==> config.mk <==
export PLATFORM = sky130hd
export DESIGN_NAME = pipelined_mismatch_detector_flat
export DESIGN_NICKNAME = d
export VERILOG_FILES = /design/src/rtl/pipelined_mismatch_detector_if.sv /design/src/rtl/pipelined_mismatch_detector.sv /design/src/flat_wrapper.sv
export SDC_FILE = /design/constraint.sdc
export NUM_CORES = 1
export LEC_CHECK = 0
export ABC_AREA = 1
export BUFFER_PORTS_ARGS = -buffer_cell sky130_fd_sc_hd__buf_2
export CAP_MARGIN = 10
export CORE_ASPECT_RATIO = 1.5
export CORE_UTILIZATION = 54
export DETAILED_ROUTE_END_ITERATION = 8
export PLACE_DENSITY = 0.86
export REMOVE_ABC_BUFFERS = 1
export SETUP_SLACK_MARGIN = 0.05
export SYNTH_ARGS = -nofsm -noshare
export SYNTH_HDL_FRONTEND = slang
export SYNTH_SLANG_ARGS = --single-unit
==> constraint.sdc <==
create_clock -name clk -period 1.9 [get_ports clk]
set_clock_uncertainty 0.2 [all_clocks]
set_input_delay 0.38 -clock clk [delete_from_list [all_inputs] [get_ports clk]]
set_output_delay 0.38 -clock clk [all_outputs]
set_load 0.005 [all_outputs]
==> src/rtl/pipelined_mismatch_detector_if.sv <==
// Sample/result bundle for pipelined_mismatch_detector.
// The master drives operands, valid and the counter clear.
// The slave (the detector) drives the result and counter outputs.
interface pipelined_mismatch_detector_if #(
  parameter int W     = 8,
  parameter int CNT_W = 32
);
  logic             in_valid;
  logic [W-1:0]     a;
  logic [W-1:0]     b;
  logic [W-1:0]     c;
  logic [W-1:0]     d;
  logic             cnt_clr;
  logic             out_valid;
  logic             mismatch;
  logic [W-1:0]     diff_mask;
  logic [CNT_W-1:0] mismatch_cnt;

  modport master (
    output in_valid, a, b, c, d, cnt_clr,
    input  out_valid, mismatch, diff_mask, mismatch_cnt
  );

  modport slave (
    input  in_valid, a, b, c, d, cnt_clr,
    output out_valid, mismatch, diff_mask, mismatch_cnt
  );
endinterface

==> src/rtl/pipelined_mismatch_detector.sv <==
// Pipelined check of (A|B) != ((B&C)^D) with a per-bit difference mask
// and a saturating mismatch counter.
// Stage 1 registers OR/AND/D, stage 2 forms the XOR, later stages only
// delay, and a final output register presents the result
// (STAGES+1 registers from input to output).
// Optional build macro SELF_STIM_EN: an internal 4*W-bit free-running
// counter supplies a/b/c/d and in_valid is held at 1.
module pipelined_mismatch_detector #(
  parameter int W      = 8,
  parameter int STAGES = 2,
  parameter int CNT_W  = 32
) (
  input logic                          clk,
  input logic                          rst,
  pipelined_mismatch_detector_if.slave bus
);

  logic [W-1:0] op_a;
  logic [W-1:0] op_b;
  logic [W-1:0] op_c;
  logic [W-1:0] op_d;
  logic         op_valid;

`ifdef SELF_STIM_EN
  logic [4*W-1:0] stim_cnt_reg;

  // Free-running stimulus counter; wraps naturally at 2^(4W).
  always_ff @(posedge clk or posedge rst) begin
    if (rst) stim_cnt_reg <= '0;
    else     stim_cnt_reg <= stim_cnt_reg + (4*W)'(1);
  end

  assign op_a     = stim_cnt_reg[W-1:0];
  assign op_b     = stim_cnt_reg[2*W-1:W];
  assign op_c     = stim_cnt_reg[3*W-1:2*W];
  assign op_d     = stim_cnt_reg[4*W-1:3*W];
  assign op_valid = 1'b1;
`else
  assign op_a     = bus.a;
  assign op_b     = bus.b;
  assign op_c     = bus.c;
  assign op_d     = bus.d;
  assign op_valid = bus.in_valid;
`endif

  // Stage 1 registers.
  logic [W-1:0] or1_reg;
  logic [W-1:0] and1_reg;
  logic [W-1:0] d1_reg;
  logic         v1_reg;

  // Stage 2..STAGES registers; index 2 holds the freshly formed XOR.
  logic [W-1:0] or_reg [2:STAGES];
  logic [W-1:0] x_reg  [2:STAGES];
  logic         v_reg  [2:STAGES];

  // Valid bits are reset so nothing in flight survives a reset.
  always_ff @(posedge clk or posedge rst) begin
    if (rst) begin
      v1_reg   <= 1'b0;
      v_reg[2] <= 1'b0;
    end else begin
      v1_reg   <= op_valid;
      v_reg[2] <= v1_reg;
    end
  end

  // Data registers carry no reset; bubble slots are masked at the output.
  always_ff @(posedge clk) begin
    or1_reg   <= op_a | op_b;
    and1_reg  <= op_b & op_c;
    d1_reg    <= op_d;
    or_reg[2] <= or1_reg;
    x_reg[2]  <= and1_reg ^ d1_reg;
  end

  genvar gi;
  generate
    for (gi = 3; gi <= STAGES; gi++) begin : g_delay
      // Pure delay of the valid bit.
      always_ff @(posedge clk or posedge rst) begin
        if (rst) v_reg[gi] <= 1'b0;
        else     v_reg[gi] <= v_reg[gi-1];
      end

      // Pure delay of the OR and XOR operands.
      always_ff @(posedge clk) begin
        or_reg[gi] <= or_reg[gi-1];
        x_reg[gi]  <= x_reg[gi-1];
      end
    end
  endgenerate

  logic [W-1:0] tail_diff;
  logic         tail_v;
  logic         tail_hit;

  assign tail_diff = or_reg[STAGES] ^ x_reg[STAGES];
  assign tail_v    = v_reg[STAGES];
  assign tail_hit  = tail_v & (|tail_diff);

  logic             out_valid_reg;
  logic             mismatch_reg;
  logic [W-1:0]     diff_mask_reg;
  logic [CNT_W-1:0] mismatch_cnt_reg;
  logic [CNT_W-1:0] mismatch_cnt_next;

  // Counter update: clear wins, otherwise count a valid mismatch unless saturated.
  always_comb begin
    mismatch_cnt_next = mismatch_cnt_reg;
    if (bus.cnt_clr)
      mismatch_cnt_next = '0;
    else if (tail_hit && (mismatch_cnt_reg != {CNT_W{1'b1}}))
      mismatch_cnt_next = mismatch_cnt_reg + CNT_W'(1);
  end

  // Output register; results are forced to zero in bubble slots.
  always_ff @(posedge clk or posedge rst) begin
    if (rst) begin
      out_valid_reg    <= 1'b0;
      mismatch_reg     <= 1'b0;
      diff_mask_reg    <= '0;
      mismatch_cnt_reg <= '0;
    end else begin
      out_valid_reg    <= tail_v;
      mismatch_reg     <= tail_hit;
      diff_mask_reg    <= tail_v ? tail_diff : '0;
      mismatch_cnt_reg <= mismatch_cnt_next;
    end
  end

  assign bus.out_valid    = out_valid_reg;
  assign bus.mismatch     = mismatch_reg;
  assign bus.diff_mask    = diff_mask_reg;
  assign bus.mismatch_cnt = mismatch_cnt_reg;

endmodule

==> src/flat_wrapper.sv <==
// flat-port wrapper written by rule: the top's interface ports become plain ports
module pipelined_mismatch_detector_flat 
#(
  parameter int W      = 8,
  parameter int STAGES = 2,
  parameter int CNT_W  = 32
)
  (clk, rst, bus_in_valid, bus_a, bus_b, bus_c, bus_d, bus_cnt_clr, bus_out_valid, bus_mismatch, bus_diff_mask, bus_mismatch_cnt);
  pipelined_mismatch_detector_if #(.W(W), .CNT_W(CNT_W)) bus_i ();
  input logic clk;
  input logic rst;
  input wire logic [$bits(bus_i.in_valid)-1:0] bus_in_valid;
  input wire logic [$bits(bus_i.a)-1:0] bus_a;
  input wire logic [$bits(bus_i.b)-1:0] bus_b;
  input wire logic [$bits(bus_i.c)-1:0] bus_c;
  input wire logic [$bits(bus_i.d)-1:0] bus_d;
  input wire logic [$bits(bus_i.cnt_clr)-1:0] bus_cnt_clr;
  output wire logic [$bits(bus_i.out_valid)-1:0] bus_out_valid;
  output wire logic [$bits(bus_i.mismatch)-1:0] bus_mismatch;
  output wire logic [$bits(bus_i.diff_mask)-1:0] bus_diff_mask;
  output wire logic [$bits(bus_i.mismatch_cnt)-1:0] bus_mismatch_cnt;
  assign bus_i.in_valid = bus_in_valid;
  assign bus_i.a = bus_a;
  assign bus_i.b = bus_b;
  assign bus_i.c = bus_c;
  assign bus_i.d = bus_d;
  assign bus_i.cnt_clr = bus_cnt_clr;
  assign bus_out_valid = bus_i.out_valid;
  assign bus_mismatch = bus_i.mismatch;
  assign bus_diff_mask = bus_i.diff_mask;
  assign bus_mismatch_cnt = bus_i.mismatch_cnt;
  pipelined_mismatch_detector #(.W(W), .STAGES(STAGES), .CNT_W(CNT_W)) u_core (.clk(clk), .rst(rst), .bus(bus_i));
endmodule
; Word level (Yosys, flattened, before mapping)
; Memories as Yosys holds them, arrays and structs flattened.
; Index checks and enable logic that the tools add are counted.
[op_classes]
add_sub_neg = 1
n_reduce_logical = 3
bitwise = 5
eq_ne = 1
n_mux = 3
[op_table]
columns = op, n
row1 = two-way mux 32 bit, 2
row2 = adder 32 x 1 -> 32 bit (second input constant), 1
row3 = inequality test 32 bit (second input constant), 1
row4 = bitwise XOR 8 bit, 2
row5 = AND 8 bit, 1
row6 = two-way mux 8 bit, 1
row7 = OR 8 bit, 1
row8 = OR reduction 8 bit, 1
row9 = nonzero test 2 bit, 1
row10 = AND 1 bit, 1
row11 = logical AND 1 bit, 1
[totals]
in_bits = 36
mem_count = 2
elab_cells = 24
output_inout_bits = 42
reg_bits = 68
ram_bits = 16
[mem_list]
columns = memory, words, word_bits, read_ports, rd_ports_with_merged_regs, write_ports, line_no
row1 = u_core.or_reg, 1, 8, 1, 0, 1, pipelined_mismatch_detector.sv:53  ; logic [W-1:0] or_reg [2:STAGES];
row2 = u_core.x_reg, 1, 8, 1, 0, 1, pipelined_mismatch_detector.sv:54  ; logic [W-1:0] x_reg [2:STAGES];

; Depth between registers and ports, before layout
; Gate-level depths: netlist of the first run.
[depth]
word_depth = 6
depth_mapped = 11
ltp_nobuf = 11

; Least setup slack after synthesis of the first run
; Ideal clock, no wire load.
[synth_path]
kind = register -> register
startpoint = register u_core.mismatch_cnt_reg[0], in the netlist u_core.bus.mismatch_cnt[0]
endpoint = register u_core.mismatch_cnt_reg[19], in the netlist u_core.bus.mismatch_cnt[19]
arrival_ns = 1.531
path_slack_ns = 0.053
synth_period_minus_slack_ns = 1.847
stages_incl_launch_ff = 12
setup_time_ns = 0.117
required_time_ns = 1.583
n_path_buf = 1
path_cell_list = dfrtp_1 > ha_1 > nand2_1 > nor2_4 > nand2_2 > nor2_4 > nand2_2 > nand3_2 > nand2_4 > buf_6 > nand2_1 > nand2_1
[synth_via]
elab_chain_cells = 3
word_cells_on_any_way = 6
classes_between = add/sub: 1 / eq/ne: 1 / mux: 2 / reduce/logical: 2
[synth_rtl]
columns = item, line_no
row1 = "start, declared", pipelined_mismatch_detector.sv:105  ; logic [CNT_W-1:0] mismatch_cnt_reg;
row2 = "start signal, assigned", pipelined_mismatch_detector.sv:128  ; mismatch_cnt_reg <= mismatch_cnt_next;
row3 = adder 32 x 1 -> 32 bit or inequality test 32 bit (tied branches), "pipelined_mismatch_detector.sv:114, pipelined_mismatch_detector.sv:113"
row4 = two-way mux 32 bit or logical AND 1 bit (tied branches), pipelined_mismatch_detector.sv:113  ; else if (tail_hit && (mismatch_cnt_reg != {CNT_W{1'b1}}))
row5 = two-way mux 32 bit or nonzero test 2 bit (tied branches), n/a
; Several ways; a longest one is shown, not always the timed one. The select of a mux whose other input is x is not followed.
; A chain may end at the register's enable or synchronous reset.

; Worst setup path after layout of the first run
[layout_path]
startpoint = register u_core.mismatch_cnt_reg[0], in the netlist u_core.bus.mismatch_cnt[0]
endpoint = register u_core.mismatch_cnt_reg[4], in the netlist u_core.bus.mismatch_cnt[4]
; The elaborated chain is that of the path after synthesis.

==> results.json, run 1 <==
{
  "status": "complete, but fails checks",
  "violations": "setup timing",
  "timing.final.ws_setup_ns": -0.0523,
  "stdcell_area_um2": 4960,
  "drt-pass1-iter-count": 5,
  "syn_area_per_cell_um2": 7.32,
  "area_growth_pct": 30.7,
  "finalCritPeriodShare_pct": 103,
  "final_nets": 685,
  "largest_reg_flops": 32,
  "leakagePower_nw": 2.64,
  "use_met1_pct": 28.9,
  "maxCapViolations": 0,
  "fmax_mhz": 512,
  "grt_pass1_wl_mm": 15.6,
  "period_needed_ns": 1.95,
  "grt_util_met3_pct": 4.63,
  "ff2ff_path_depth": 10,
  "crit_path_top_delay_cell": "dfrtp_1",
  "coreArea_um2": 6810,
  "routed-via-count": 3775,
  "grt_busiest_layer": "met2",
  "drt_iter0_drc": 407,
  "die_area_um2": 7370,
  "slew_headroom_pct": 62.4,
  "arrival_ns": 2.00,
  "power_density_nw_per_um2": 689,
  "diodes": 0,
  "synthesis.area_um2": 3790,
  "place_congestion": 0.970,
  "final_common_cell": "nand2_1",
  "rsz0062_at_grt": "true",
  "ys_ff_latch": 84,
  "clk_path_buf_depth": 2,
  "drc": 0,
  "path_clk_slew_ns": 0.09,
  "port_buffers": 77,
  "cp_max_fo": 8,
  "slowest_delay_ns": 0.36,
  "final_util_pct": 72.9,
  "grtUsageMet2_pct": 48.8,
  "drt-total-wl_mm": 9.85,
  "track_usage_pct": 27.0,
  "drt-vias-per-instance": 5.16,
  "ys_seq_area_share_pct": 50.1,
  "critPathRequiredTime_ns": 1.95,
  "crit_type": "flip-flop to flip-flop",
  "hp-class": "input port to flip-flop",
  "clockRootBuffer": "clkbuf_8",
  "yosys_warnings": 0,
  "dpl_cell_area_um2": 4450,
  "grt_max_degree": 45,
  "layout-drive-gt1-share_pct": 26.0,
  "clk_latency_ns": 0.35,
  "pre_cts_ws_ns": -0.0926,
  "holdWs_ns": 0.0139,
  "die_width_um": 70.4,
  "hold_path_depth": 3,
  "tightest_slew_ns": 0.564,
  "rows": 37,
  "initial_core_util_pct": 55.7,
  "grt-ovfl-total": 0,
  "ys_types": 27,
  "routedWlPerCell_um": 13.5,
  "dp_hpwl_mm": 6.40,
  "die_h_um": 105,
  "cts_buffers": 9,
  "htree_levels": 3,
  "cts_tree": "built",
  "path_cells": "ha_2 > nand2_2 > nor2_4 > nand2_4 > nor2_4 > nand2_2 > nand3_4 > nand2_4 > nand2_1 > nand2_1",
  "antenna_found_initial": 0,
  "drtAntennaViolNets": 0,
  "mostFrequentLayoutCells": "nand2_1 (187), nor2_1 (89), buf_2 (77)",
  "max-vdd-ir-drop_mv": 0.597,
  "finalSetupViolCount": 30,
  "finalMaxSlewViolations": 0,
  "hold_viol": 0,
  "start_kind": "flip-flop",
  "cts_sinks": 84,
  "design.portCount": 78,
  "p_total_mw": 3.42,
  "synthCells": 518,
  "crit_path_end_kind": "flip-flop",
  "grt_pass1_vias": 3646
}
[worst max-delay path: cells and delay by family, from the launching register on]
family	cells	cell delay [ns]
flops	1	0.36
simple gates	9	1.08
fa+ha+maj	1	0.20
[layer usage]
metal  vias up  part of all wire (%)
li1       1812                     -
met2       172                    54
met4         0                   3.9
met3        37                   5.4
met5         -                     0
met1      1754                    37
[cells in the mapped netlist]
library cell,count,share of area [%]
o21a_1,1,0.20
buf_2,1,0.13
buf_1,2,0.20
clkbuf_1,4,0.40
nand2_4,1,0.30
dfrtp_1,44,29
inv_2,1,0.099
nand2_2,3,0.49
a21oi_1,4,0.53
nor3_1,3,0.40
nand3_2,1,0.26
xor2_1,11,2.5
nor2_1,96,9.5
and2_1,2,0.33
nor2_4,2,0.59
dfxtp_1,40,21
inv_1,49,4.8
xnor2_1,8,1.8
buf_4,3,0.59
ha_1,1,0.33
or2_2,8,1.3
nor2_2,2,0.33
clkinv_1,1,0.099
nand2_1,192,19
nand3_1,34,4.5
nor4_1,1,0.17
buf_6,3,0.89
[layout make-up]
| class | instances | area, µm² |
|---|---|---|
| inverter | 51 | 191 |
| fill | 508 | 1850 |
| tap | 78 | 97.6 |
| sequential | 84 | 1910 |
| clock inverter | 3 | 18.8 |
| clock buffer | 13 | 170 |
| timing repair buffer | 130 | 838 |
| multi-input combinational | 372 | 1740 |
[through the flow]
stage | TNS (ns) | std cells
CTS | 0 | 725
detailed placement | -2.18 | 693
global placement | 0 | 693
floorplan | -8.95 | 505
global route | -3.63 | 731
finish | -0.832 | 731
[report_power, final]
group | switching [mW] | leakage, nW | internal, mW
Sequential | 0.0382 | 0.923 | 1.86
Combinational | 0.173 | 1.63 | 0.138
Clock | 0.624 | 0.0951 | 0.591
Total | 0.835 | 2.64 | 2.58
[repair_timing]
action / 4_1_cts / 5_1_grt
endpoints found under the setup margin: 32 / 32
hold buffers: 13 / 1
gates resized for setup: 5 / 25
gates cloned: 1 / 1
setup buffers: 2 / 4
pin swaps: 1 / 4
hold endpoints to repair: 56 / 1
[path summary, 6_finish.rpt]
kind | start | to | slack (ns)
min in group asynchronous | rst | u_core.v1_reg | 0.52
max in group asynchronous | rst | u_core.bus.mismatch_cnt[11] | 0.57
worst min register to register | u_core.or1_reg[0] | u_core.or_reg[2][0] | 0.13
worst max-delay path | u_core.bus.mismatch_cnt[0] | u_core.bus.mismatch_cnt[4] | -0.05
worst max register to register | u_core.bus.mismatch_cnt[0] | u_core.bus.mismatch_cnt[4] | -0.05
worst min-delay path | bus_b[3] | u_core.and1_reg[3] | 0.01
[cell families (layout without fill, tap and decap cells)]
logic type      Yosys count  count (layout)  synth area share (%)
buf+inv                  64             197                  7.26
compound gates            5               5                 0.726
xor+xnor                 19              19                  4.39
fa+ha+maj                 1               1                 0.330
simple gates            345             347                  37.2
flops                    84              84                  50.1
Power figures use the tool's default switching activity.
==> inputs of run 2 (changes only) <==
--- a/config.mk
+++ b/config.mk
@@ -9,9 +9,9 @@
 export BUFFER_PORTS_ARGS = -buffer_cell sky130_fd_sc_hd__buf_2
 export CAP_MARGIN = 10
 export CORE_ASPECT_RATIO = 1.5
-export CORE_UTILIZATION = 54
+export CORE_UTILIZATION = 35
 export DETAILED_ROUTE_END_ITERATION = 8
-export PLACE_DENSITY = 0.86
+export PLACE_DENSITY = 0.62
 export REMOVE_ABC_BUFFERS = 1
 export SETUP_SLACK_MARGIN = 0.05
 export SYNTH_ARGS = -nofsm -noshare
==> run 2 against run 1 <==
Against the previous run:
- sequential power hardly changed
- power up 21%
- the run now ends clean
- maximum frequency rose by 2.9%
- non-clock buffer count fell by 1
- register-to-register slack better by 0.06 ns
- sequential share of layout area down 2.7 points
- die area grew 53%
- critical endpoint is now u_core.bus.mismatch_cnt[1]
- setup slack better by 0.055 ns
- first-iteration DRC count shrank 46%
- core utilization is 22 points lower
- cell count increased by 9.2%
==> results.json, run 2 (synthesized netlist as in run 1, its figures left out) <==
{
  "crit_type": "flip-flop to flip-flop",
  "cp_max_fo": 8,
  "rsz0062_at_grt": "true",
  "largest_reg_flops": 32,
  "status": "finished, final reports clean",
  "track_usage_pct": 18.8,
  "crit_path_end_kind": "flip-flop",
  "clockRootBuffer": "clkbuf_16",
  "slew_headroom_pct": 52.5,
  "design.portCount": 78,
  "port_buffers": 77,
  "leakagePower_nw": 2.78,
  "cts_tree": "built",
  "grt_pass1_wl_mm": 16.2,
  "grt_pass1_vias": 3629,
  "drt-total-wl_mm": 9.80,
  "dpl_cell_area_um2": 4570,
  "routedWlPerCell_um": 12.3,
  "tightest_slew_ns": 0.712,
  "finalSetupViolCount": 0,
  "clk_latency_ns": 0.33,
  "arrival_ns": 1.92,
  "htree_levels": 3,
  "cts_sinks": 84,
  "cts_buffers": 9,
  "place_congestion": 0.925,
  "die_h_um": 130,
  "routed-via-count": 3655,
  "layout.cells.non_filler": 798,
  "grt-ovfl-total": 0,
  "area_growth_pct": 40.2,
  "initial_core_util_pct": 36.0,
  "drc": 0,
  "fin_tns_setup_ns": 0,
  "finalCritPeriodShare_pct": 99.8,
  "die_width_um": 87.0,
  "final_common_cell": "nand2_1",
  "mostFrequentLayoutCells": "nand2_1 (152), nor2_1 (91), buf_2 (78)",
  "crit_path_top_delay_cell": "dfrtp_1",
  "coreArea_um2": 10500,
  "drt-pass1-iter-count": 4,
  "layout-drive-gt1-share_pct": 31.0,
  "slowest_delay_ns": 0.47,
  "final_util_pct": 50.5,
  "drt_iter0_drc": 219,
  "max-vdd-ir-drop_mv": 0.730,
  "path_clk_slew_ns": 0.06,
  "start_kind": "flip-flop",
  "power_density_nw_per_um2": 778,
  "grt_max_degree": 45,
  "period_needed_ns": 1.90,
  "fmax_mhz": 527,
  "hp-class": "input port to flip-flop",
  "stdcell_area_um2": 5320,
  "rows": 46,
  "numPlacedInstances": 763,
  "antenna_found_initial": 0,
  "diodes": 0,
  "finalMaxSlewViolations": 0,
  "path_cells": "nand2_1 > nor2_1 > nand2_1 > nor2_4 > nand2_4 > nand3_4 > buf_12 > nand2_8 > nand2_4 > nand2_2",
  "dp_hpwl_mm": 6.55,
  "p_total_mw": 4.13,
  "die_area_um2": 11300,
  "critPathRequiredTime_ns": 1.92,
  "drtAntennaViolNets": 0,
  "hold_viol": 0,
  "maxCapViolations": 0,
  "drt-vias-per-instance": 4.58,
  "final_nets": 686,
  "clk_path_buf_depth": 2
}
==> run 2: cell types whose count changed in the layout (fill, tap and decap cells not counted), moves of 3 or more <==
cell	before	now
clkbuf_16	1	9
dfrtp_1	40	44
nand2_1	187	152
dfrtp_2	4	0
dlygate4sd3_1	14	10
nand2_4	2	6
buf_6	0	3
nand2_2	7	37
clkbuf_8	10	1
nand3_1	31	34
nand3_2	3	0
==> run 2: layout make-up <==
class	instances	area [µm²]
clock buffers	10	239
clock inverters	6	92.6
fillers	1017	5220
repair buffers	129	847
multi-input cells	374	1870
inverters	51	191
flip-flops and latches	84	1900
well taps	144	180
==> run 2: critical path: cells and delay by family, from the launching register on <==
family                 cells  cell delay [ns]
buffers and inverters      1             0.15
DFF                        1             0.47
and+or+nand+nor            9             0.96
==> run 2: stage by stage <==
stage	hold slack [ns]	setup slack, ns
after floorplan	0.110	-0.281
after global placement	0.110	-0.0139
after detailed placement	0.112	-0.107
after CTS	0.0136	-0.00398
after global routing	0.0234	-0.0976
final	0.0291	0.00297
==> run 2: power breakdown <==
group | leakage [nW] | switching [mW] | internal (mW) | total (mW)
registers | 0.929 | 0.0382 | 1.86 | 1.90
clock network | 0.164 | 0.703 | 1.20 | 1.90
logic | 1.69 | 0.188 | 0.149 | 0.337
total | 2.78 | 0.929 | 3.21 | 4.13
==> run 2: path summary, 6_finish.rpt <==
| check | start | end | slack, ns | cells past startpoint |
|---|---|---|---|---|
| max | u_core.bus.mismatch_cnt[11] | u_core.bus.mismatch_cnt[1] | 0.003 | 10 |
| min | bus_c[6] | u_core.and1_reg[6] | 0.03 | 3 |
| max reg2reg | u_core.bus.mismatch_cnt[11] | u_core.bus.mismatch_cnt[1] | 0.003 | 10 |
| min reg2reg | u_core.or1_reg[0] | u_core.or_reg[2][0] | 0.12 | 0 |
| max in group asynchronous | rst | u_core.bus.mismatch_cnt[11] | 0.84 | 4 |
| min in group asynchronous | rst | u_core.bus.mismatch_cnt[29] | 0.43 | 4 |
==> run 2: routing by layer <==
layer,GRT usage [%],vias to the layer above,share of wire (%)
met4,10.4,0,3.0
met2,35.1,103,54
met5,0,-,0
met3,3.63,20,4.3
li1,-,1822,-
met1,19.3,1710,38
==> run 2: timing repair <==
action                                  CTS  global route
pin swaps                                30            10
resized for setup                        46            17
gates cloned                              5             0
buffers inserted                          3             1
endpoints found under the setup margin   32            32
hold buffers                             10             0
hold endpoints to repair                 53             0
==> inputs of run 3 (changes only) <==
--- a/config.mk
+++ b/config.mk
@@ -9,10 +9,10 @@
 export BUFFER_PORTS_ARGS = -buffer_cell sky130_fd_sc_hd__buf_2
 export CAP_MARGIN = 10
 export CORE_ASPECT_RATIO = 1.5
-export CORE_UTILIZATION = 35
+export CORE_MARGIN = 5
+export CORE_UTILIZATION = 45
 export DETAILED_ROUTE_END_ITERATION = 8
-export PLACE_DENSITY = 0.62
-export REMOVE_ABC_BUFFERS = 1
+export PLACE_DENSITY = 0.75
 export SETUP_SLACK_MARGIN = 0.05
 export SYNTH_ARGS = -nofsm -noshare
 export SYNTH_HDL_FRONTEND = slang
==> run 3 against run 2 <==
Against the previous run:
- routed wire length rose by 0.57%
- sequential share of layout area rose by 0.92 points
- highest routed layer unchanged
- non-clock buffer count fell by 4
- largest power group unchanged
- critical endpoint is now u_core.bus.mismatch_cnt[8]
- critical path depth rose by 1
- sequential cell count did not move
- register-to-register slack barely moved
==> results.json, run 3 (synthesized netlist as in run 1, its figures left out) <==
{
  "status": "finished, final reports clean",
  "slew_headroom_pct": 52.0,
  "track_usage_pct": 19.7,
  "die_area_um2": 10400,
  "holdWs_ns": 0.0198,
  "drt-pass1-iter-count": 4,
  "worstReg2RegStart": "u_core.bus.mismatch_cnt[0]",
  "power_density_nw_per_um2": 778,
  "grt_pass1_wl_mm": 16.0,
  "rows": 41,
  "routedWlPerCell_um": 13.0,
  "hold_viol": 0,
  "routed-via-count": 3695,
  "arrival_ns": 1.93,
  "grt_max_degree": 45,
  "drtAntennaViolNets": 0,
  "die_width_um": 85.0,
  "final_nets": 681,
  "finalMaxSlewViolations": 0,
  "clockRootBuffer": "clkbuf_16",
  "crit_path_end_kind": "flip-flop",
  "crit_path_top_delay_cell": "dfrtp_1",
  "drt_iter0_drc": 261,
  "r2r_setup_slack_ns": 0.003,
  "crit-reg2reg-capture": "u_core.bus.mismatch_cnt[8]",
  "drt-vias-per-instance": 4.89,
  "max-vdd-ir-drop_mv": 0.773,
  "path_clk_slew_ns": 0.07,
  "grt-ovfl-total": 0,
  "clk_path_buf_depth": 2,
  "layout-drive-gt1-share_pct": 29.7,
  "pre_cts_ws_ns": -0.0532,
  "slowest_delay_ns": 0.38,
  "final_common_cell": "nand2_1",
  "leakagePower_nw": 2.74,
  "start_kind": "flip-flop",
  "mostFrequentLayoutCells": "nand2_1 (161), nor2_1 (90), buf_2 (77)",
  "initial_core_util_pct": 45.6,
  "area_growth_pct": 36.9,
  "hp-class": "input port to flip-flop",
  "cp_max_fo": 8,
  "port_buffers": 77,
  "finalSetupViolCount": 0,
  "fmax_mhz": 527,
  "finalCritPeriodShare_pct": 99.9,
  "design.portCount": 78,
  "rsz0062_at_grt": "true",
  "coreArea_um2": 8310,
  "htree_levels": 3,
  "period_needed_ns": 1.90,
  "timing.final.ws_setup_ns": 0.00278,
  "maxCapViolations": 0,
  "crit_type": "flip-flop to flip-flop",
  "place_congestion": 0.907,
  "diodes": 0,
  "largest_reg_flops": 32,
  "grt_pass1_vias": 3591,
  "path_cells": "ha_2 > nand2_2 > nor2_4 > nand2_4 > nor2_4 > nand2_2 > nand3_4 > buf_6 > nand2_8 > nand2_1 > nand2_1",
  "cp-endpoint": "u_core.bus.mismatch_cnt[8]",
  "drc": 0,
  "cts_sinks": 84,
  "cts_tree": "built",
  "dp_hpwl_mm": 6.56,
  "tightest_slew_ns": 0.720,
  "critPathRequiredTime_ns": 1.93,
  "cts_buffers": 9,
  "synth_fp_nets": 555,
  "die_h_um": 122,
  "stdcell_area_um2": 5190,
  "startpoint": "u_core.bus.mismatch_cnt[0]",
  "clk_latency_ns": 0.34,
  "drt-total-wl_mm": 9.85,
  "dpl_cell_area_um2": 4460,
  "ff2ff_path_depth": 11,
  "antenna_found_initial": 0
}
-- run 3: changes by cell type in the layout (fill, tap and decap cells not counted), moves of 2 or more --
cell / delta
nand2_4: -2
buf_4: -7
buf_8: +2
nand2_2: -6
dfrtp_2: +3
buf_6: +2
nand2_1: +9
dfrtp_1: -3
-- run 3: what timing repair did --
| item | CTS | global route |
|---|---|---|
| pin swaps | 8 | 15 |
| cloned | 3 | 1 |
| endpoints found under the hold margin | 53 | 0 |
| setup buffers | 7 | 4 |
| endpoints found under the setup margin | 32 | 32 |
| gates resized for setup | 20 | 42 |
| hold buffers | 10 | 0 |
-- run 3: routing by layer --
| layer | vias up | global-route usage, % | wire [µm] | part of all wire, % |
|---|---|---|---|---|
| met5 | - | 0 | 0 | 0 |
| met2 | 153 | 35.6 | 5390 | 55 |
| met1 | 1698 | 20.4 | 3490 | 35 |
| met4 | 0 | 14.0 | 363 | 3.7 |
| li1 | 1813 | - | - | - |
| met3 | 31 | 2.96 | 610 | 6.2 |
-- run 3: stage by stage --
step | power [mW] | instances | setup TNS, ns | utilization (%)
after global routing | 4.21 | 756 | -2.27 | 62.5
after detailed placement | 2.20 | 716 | -1.25 | 53.6
after global placement | 2.18 | 716 | 0 | 53.6
final | 4.04 | 756 | 0 | 62.5
after CTS | 4.06 | 752 | 0 | 60.8
after floorplan | 2.07 | 518 | 0 | -
-- run 3: worst min-delay path by stage --
stage	start	endpoint	slack (ns)	depth (start not counted)
floorplan	u_core.or1_reg[0]	u_core.or_reg[2][0]	0.11	0
global placement	u_core.or1_reg[6]	u_core.or_reg[2][6]	0.11	0
CTS	bus_a[2]	u_core.or1_reg[2]	0.01	2
global route	bus_a[2]	u_core.or1_reg[2]	0.01	2
detailed placement	u_core.or1_reg[5]	u_core.or_reg[2][5]	0.11	0
finish	bus_a[2]	u_core.or1_reg[2]	0.02	2
-- run 3: power breakdown --
group          switching (mW)  internal, mW  total, mW
Combinational           0.186         0.163      0.350
Clock                   0.757          1.04       1.80
Sequential             0.0385          1.86       1.90
-- run 3: final cells by class --
class | instances | area, µm²
inverter | 51 | 191
clock buffer | 9 | 225
multi-input combinational | 373 | 1810
tap | 107 | 134
timing repair buffer | 125 | 850
fill | 714 | 3120
sequential | 84 | 1910
clock inverter | 7 | 80.1
-- run 3: worst max-delay path: cells and delay by family, from the launching register on --
family	cells	cell delay, ns
buf+inv	1	0.14
flops	1	0.38
simple gates	9	0.86
fa+ha+maj	1	0.21
